File: config.mk
export PLATFORM = sky130hd
export DESIGN_NAME = dnn_mac_sched
export DESIGN_NICKNAME = d
export VERILOG_FILES = /design/src/rtl/dnn_mac_sched.sv
export SDC_FILE = /design/constraint.sdc
export NUM_CORES = 1
export LEC_CHECK = 0
export ABC_CLOCK_PERIOD_IN_PS = 5530
export CELL_PAD_IN_SITES_DETAIL_PLACEMENT = 1
export CELL_PAD_IN_SITES_GLOBAL_PLACEMENT = 2
export CORE_MARGIN = 2
export CORE_UTILIZATION = 34
export CTS_CLUSTER_DIAMETER = 50
export DETAILED_ROUTE_END_ITERATION = 7
export GPL_ROUTABILITY_DRIVEN = 1
export PLACE_DENSITY = 0.87
export SLEW_MARGIN = 10
export SYNTH_ARGS = -nofsm -noshare
export SYNTH_HDL_FRONTEND = slang
export SYNTH_SLANG_ARGS = --single-unit
File: constraint.sdc
create_clock -name clk -period 5.53 [get_ports clk]
set_clock_uncertainty 0.2 [all_clocks]
set_input_delay 0.8295 -clock clk [delete_from_list [all_inputs] [get_ports clk]]
set_output_delay 0.8295 -clock clk [all_outputs]
set_load 0.02 [all_outputs]
File: src/rtl/dnn_mac_sched.sv
// 4-4-2 DNN sequencer sharing one multiply-accumulate unit across all 24 products.
// Build option: define DNN_OUT_SAT_EN to saturate outputs at 17'h1FFFF instead of wrapping.
module dnn_mac_sched (
  input  logic        clk,
  input  logic        rst_n,
  input  logic        in_ready,
  input  logic [19:0] x_flat,
  input  logic [79:0] w1_flat,
  input  logic [39:0] w2_flat,
  output logic [16:0] out0,
  output logic [16:0] out1,
  output logic        out0_ready,
  output logic        out1_ready,
  output logic        busy
);

  localparam logic [1:0] S_IDLE = 2'd0;
  localparam logic [1:0] S_L1   = 2'd1;
  localparam logic [1:0] S_L2   = 2'd2;

  logic [1:0]        state_q, state_d;
  logic [3:0]        c_q, c_d;
  logic [18:0]       acc_q;
  logic [3:0][11:0]  h_q;
  logic [19:0]       x_q;
  logic [79:0]       w1_q;
  logic [39:0]       w2_q;
  logic [16:0]       out0_q, out1_q;
  logic              rdy0_q, rdy1_q;

  logic [11:0] mul_a;
  logic [4:0]  mul_b;
  logic [16:0] prod;
  logic [18:0] acc_sum;
  logic [16:0] out_val;
  logic        clr, last;

  // L1 counter is {j,i}; the weight index is {i,j}, so the fields swap for the lookup
  always_comb begin
    state_d = state_q;
    c_d     = c_q;
    mul_a   = '0;
    mul_b   = '0;
    clr     = 1'b0;
    last    = 1'b0;
    case (state_q)
      S_IDLE: begin
        if (in_ready) begin
          state_d = S_L1;
          c_d     = '0;
        end
      end
      S_L1: begin
        mul_a = {7'd0, x_q[5*c_q[1:0] +: 5]};
        mul_b = w1_q[5*{c_q[1:0], c_q[3:2]} +: 5];
        clr   = (c_q[1:0] == 2'd0);
        last  = (c_q[1:0] == 2'd3);
        c_d   = c_q + 4'd1;
        if (c_q == 4'd15) begin
          state_d = S_L2;
          c_d     = '0;
        end
      end
      S_L2: begin
        mul_a = h_q[c_q[1:0]];
        mul_b = w2_q[5*{c_q[1:0], c_q[2]} +: 5];
        clr   = (c_q[1:0] == 2'd0);
        last  = (c_q[1:0] == 2'd3);
        c_d   = c_q + 4'd1;
        if (c_q[2:0] == 3'd7) begin
          state_d = S_IDLE;
          c_d     = '0;
        end
      end
      default: begin
        state_d = S_IDLE;
        c_d     = '0;
      end
    endcase
  end

  assign prod    = {5'd0, mul_a} * {12'd0, mul_b};
  assign acc_sum = (clr ? 19'd0 : acc_q) + {2'd0, prod};

`ifdef DNN_OUT_SAT_EN
  assign out_val = (acc_sum > 19'd131071) ? 17'h1FFFF : acc_sum[16:0];
`else
  assign out_val = acc_sum[16:0];
`endif

  always_ff @(posedge clk or negedge rst_n) begin
    if (!rst_n) begin
      state_q <= S_IDLE;
      c_q     <= '0;
      acc_q   <= '0;
      h_q     <= '0;
      x_q     <= '0;
      w1_q    <= '0;
      w2_q    <= '0;
      out0_q  <= '0;
      out1_q  <= '0;
      rdy0_q  <= 1'b0;
      rdy1_q  <= 1'b0;
    end else begin
      state_q <= state_d;
      c_q     <= c_d;
      rdy0_q  <= 1'b0;
      rdy1_q  <= 1'b0;
      if (state_q == S_IDLE && in_ready) begin
        x_q  <= x_flat;
        w1_q <= w1_flat;
        w2_q <= w2_flat;
      end
      if (state_q == S_L1) begin
        acc_q <= acc_sum;
        if (last) h_q[c_q[3:2]] <= acc_sum[11:0];
      end
      if (state_q == S_L2) begin
        acc_q <= acc_sum;
        if (last && !c_q[2]) begin
          out0_q <= out_val;
          rdy0_q <= 1'b1;
        end
        if (last && c_q[2]) begin
          out1_q <= out_val;
          rdy1_q <= 1'b1;
        end
      end
    end
  end

  assign out0       = out0_q;
  assign out1       = out1_q;
  assign out0_ready = rdy0_q;
  assign out1_ready = rdy1_q;
  assign busy       = (state_q != S_IDLE);

endmodule

==> run metrics, run 1 <==
TritonRoute pass-1 iters=4; first-pass GRT wire length=58,510 um; Final Cycle Share=98.27%; CTS tree=built; Power Total=7670 uW; Starting Density=34.71%; H-tree lvl count=1; Area Overhead vs Synth=32.48%; max-slew violation count=0; Worst Setup SP=c_q[2]$_DFFE_PN0P_; routed vias=~9,300; share of the synthesized area in the top cell type=47.06%; clk slew on worst S/H paths=~0.060 ns; CP Max Fanout=6; number of diodes=0; ranking of synthesized cells by area=dfrtp_1 47%, mux2_2 14%, fa_1 6.9%; count of flip-flops with a built-in enable after synthesis=0; clk buf depth=3; clk_lat worst skew=between 0.5 and 0.6 ns; CP Launch Type=flop; most frequent cell after synthesis=dfrtp_1; worst vdd ir=0.0002488 V; RSZ-0062 raised after global routing=yes; post-route ant nets=0; layout cells sized above 1=30.00%; Top delay family on crit path=adder cells; final setup fails=0; core box area=37,840 um^2; PortBufs=179; remaining global-route overflow=0; largest net degree at the start of global routing=~120; die width=200.5 um; Cells after Synth=1,098; worst relative slew slack=22.12%; fin nets=1,546; Avg Inst Size Synth=about 12 um^2; CTS sink count=247; worst slew pin tran=around 1.2 ns; Leakage=~0.0075 uW; PD cells=440.8 nW/um^2; sequential area share after synthesis=47.06%; FP Rows=71; Unique masters post-synth=51; CP max stage delay=around 0.56 ns; leading area contributor after synthesis=dfrtp_1; CTS buffer count=31; DRC=0; IO Count=180; pre-CTS setup slack=-0.2238 ns; DPL Wire Length=26,920 um; CP Capture Type=flop; Worst Path Required=5.84 ns; routed len/inst=19.75 um; cell-by-cell trace of the critical path=buf_6 > buf_12 > mux4_2 > o211ai_1 > o21ai_2 > a21oi_2 > buf_6 > nor2_4 > fa_1 > fa_1 > inv_2 > fa_1 > inv_2 > ha_4 > a21o_1 > a31o_4 > o211a_1 > nor3_2 > buf_4 > mux2i_1 > a21o_1; RR Startpoint=c_q[2]$_DFFE_PN0P_; Clock Tree Root=clkbuf_16; most frequent CP cell=fa_1; Post-synth ARST share=100.0%; Hold WS=0.1501 ns; worst hold path type=input pin to async pin; max cap viols=0; gr usage total=18.12%; worst path bufs/invs=6; CP max-delay cell=fa_1; syn_nets=1,318; antenna violations before repair=2; Fmax achieved=0.1840 GHz; outcome=finished, final reports clean; DRT Wirelength=36,760 um; height of the die=about 200 um; Main synth FF type=dfrtp_1; design area=17,400 um^2; Yosys reg bits=247; critical path class=flop to flop; Vias per Instance=4.980; final hold viol count=0; minimum clock period=between 5 and 6 ns; Mapped Area=13,130 um^2; Synth warnings=0; gpl congestion=0.8263; WP data arrival=5.74 ns; Synth top cells by count=247 x dfrtp_1, 162 x mux2_2, 126 x nand2_1, 82 x inv_1, 71 x nor2_1; placed inst area=15,930 um^2; vias in the first global route=10,462; PnR worst setup slack=between 0.09 and 0.1 ns; Die Area=40,220 um^2; Iter 0 DRT Violations=357; Fin Setup TNS=0 ns
sequential cells by signal, indices dropped and copies added, names as in the netlist:
signal and count:
out0 17, acc_q 17, out0_ready 1, h_q 48, out1 17, c_q 4
w2_q 40, out1_ready 1, w1_q 80, state_q 2, x_q 20
metrics by stage:
| step | instances | util [%] |
|---|---|---|
| after floorplan | 1098 | - |
| after global placement | 1798 | 42.10 |
| after detailed placement | 1798 | 42.10 |
| after CTS | 1858 | 45.19 |
| after global routing | 1861 | 45.98 |
| final | 1861 | 45.98 |
kinds of logic after synthesis:
kind of cell	share of synthesized area, %
muxes	23.29
xor gates and xnor gates	0.9336
adders and majority gates	9.908
AOI/OAI and AO/OA	6.468
buffers and inverters	4.592
DFF	47.06
and+or+nand+nor	7.745
final timing paths:
| path | end | slack, ns | depth (start not counted) |
|---|---|---|---|
| setup / recovery | acc_q[13]$_DFFE_PN0N_ | 0.1 | 21 |
| setup reg to reg | acc_q[13]$_DFFE_PN0N_ | 0.1 | 21 |
| max in group asynchronous | acc_q[4]$_DFFE_PN0N_ | 3.85 | 2 |
| min in group clk | out0[7]$_DFFE_PN0P_ | 0.28 | 2 |
| hold reg to reg | out0[7]$_DFFE_PN0P_ | 0.28 | 2 |
| hold / removal | out1_ready$_DFF_PN0_ | 0.15 | 1 |
area by class of cell:
| type | instances | area (um^2) |
|---|---|---|
| fillers | 4016 | 20440 |
| multi-input cells | 710 | 6694 |
| flip-flops and latches | 247 | 6185 |
| repair buffers | 254 | 2525 |
| clock buffers | 40 | 849.6 |
| well taps | 511 | 639.4 |
| inverters | 82 | 307.8 |
| clock inverters | 17 | 198.9 |
cells in the final DEF (no fill, tap or decap), types with 4 or more instances in the layout:
master,instances
and2_1,6
a21o_1,7
clkinv_2,6
clkbuf_8,4
a21oi_2,5
mux2i_1,41
o21ai_0,45
nand3_1,5
mux2_2,161
xor2_1,6
nand2_1,121
ha_1,22
clkdlybuf4s50_1,178
nor2_2,7
o21ai_1,12
a211oi_2,4
ha_4,8
clkbuf_1,5
nand2_2,4
dfrtp_1,244
buf_6,6
clkbuf_16,32
clkinv_4,4
buf_4,58
a21oi_1,27
a22o_1,13
xnor2_1,5
inv_2,6
inv_1,76
buf_12,10
fa_1,45
nor2_1,63
mux4_2,35
or2_2,11
report_power, final:
part	internal [uW]	leakage, uW	switching [uW]
sequential	2390	0.00312	331
clock	1230	0.000514	809
combinational	1480	0.00384	1430
total	5100	0.00747	2570
routing by layer:
layer  global-route usage (%)  up-vias  part of all wire [%]
met3                    3.263       60                   4.6
li1                         -     4213                     -
met5                        0        -                 0.073
met4                    4.365        4                   2.5
met1                    23.77     4773                    43
met2                    31.14      218                    50
repair_timing:
action / 4_1_cts / 5_1_grt
setup buffers: 3 / 2
endpoints found under the setup margin: 50 / 41
resized for setup: 21 / 69
gates cloned: 0 / 1
hold buffers: 0 / 0
hold endpoints to repair: 0 / 0
pin swaps: 14 / 32
No activity file was read; power rests on OpenSTA's default activity.
==> run 2: changes to the inputs <==
CAP_MARGIN = 10   (was default)
==> results of run 2 <==
No change in the layout: final DEF, timing and power equal those of run 1.
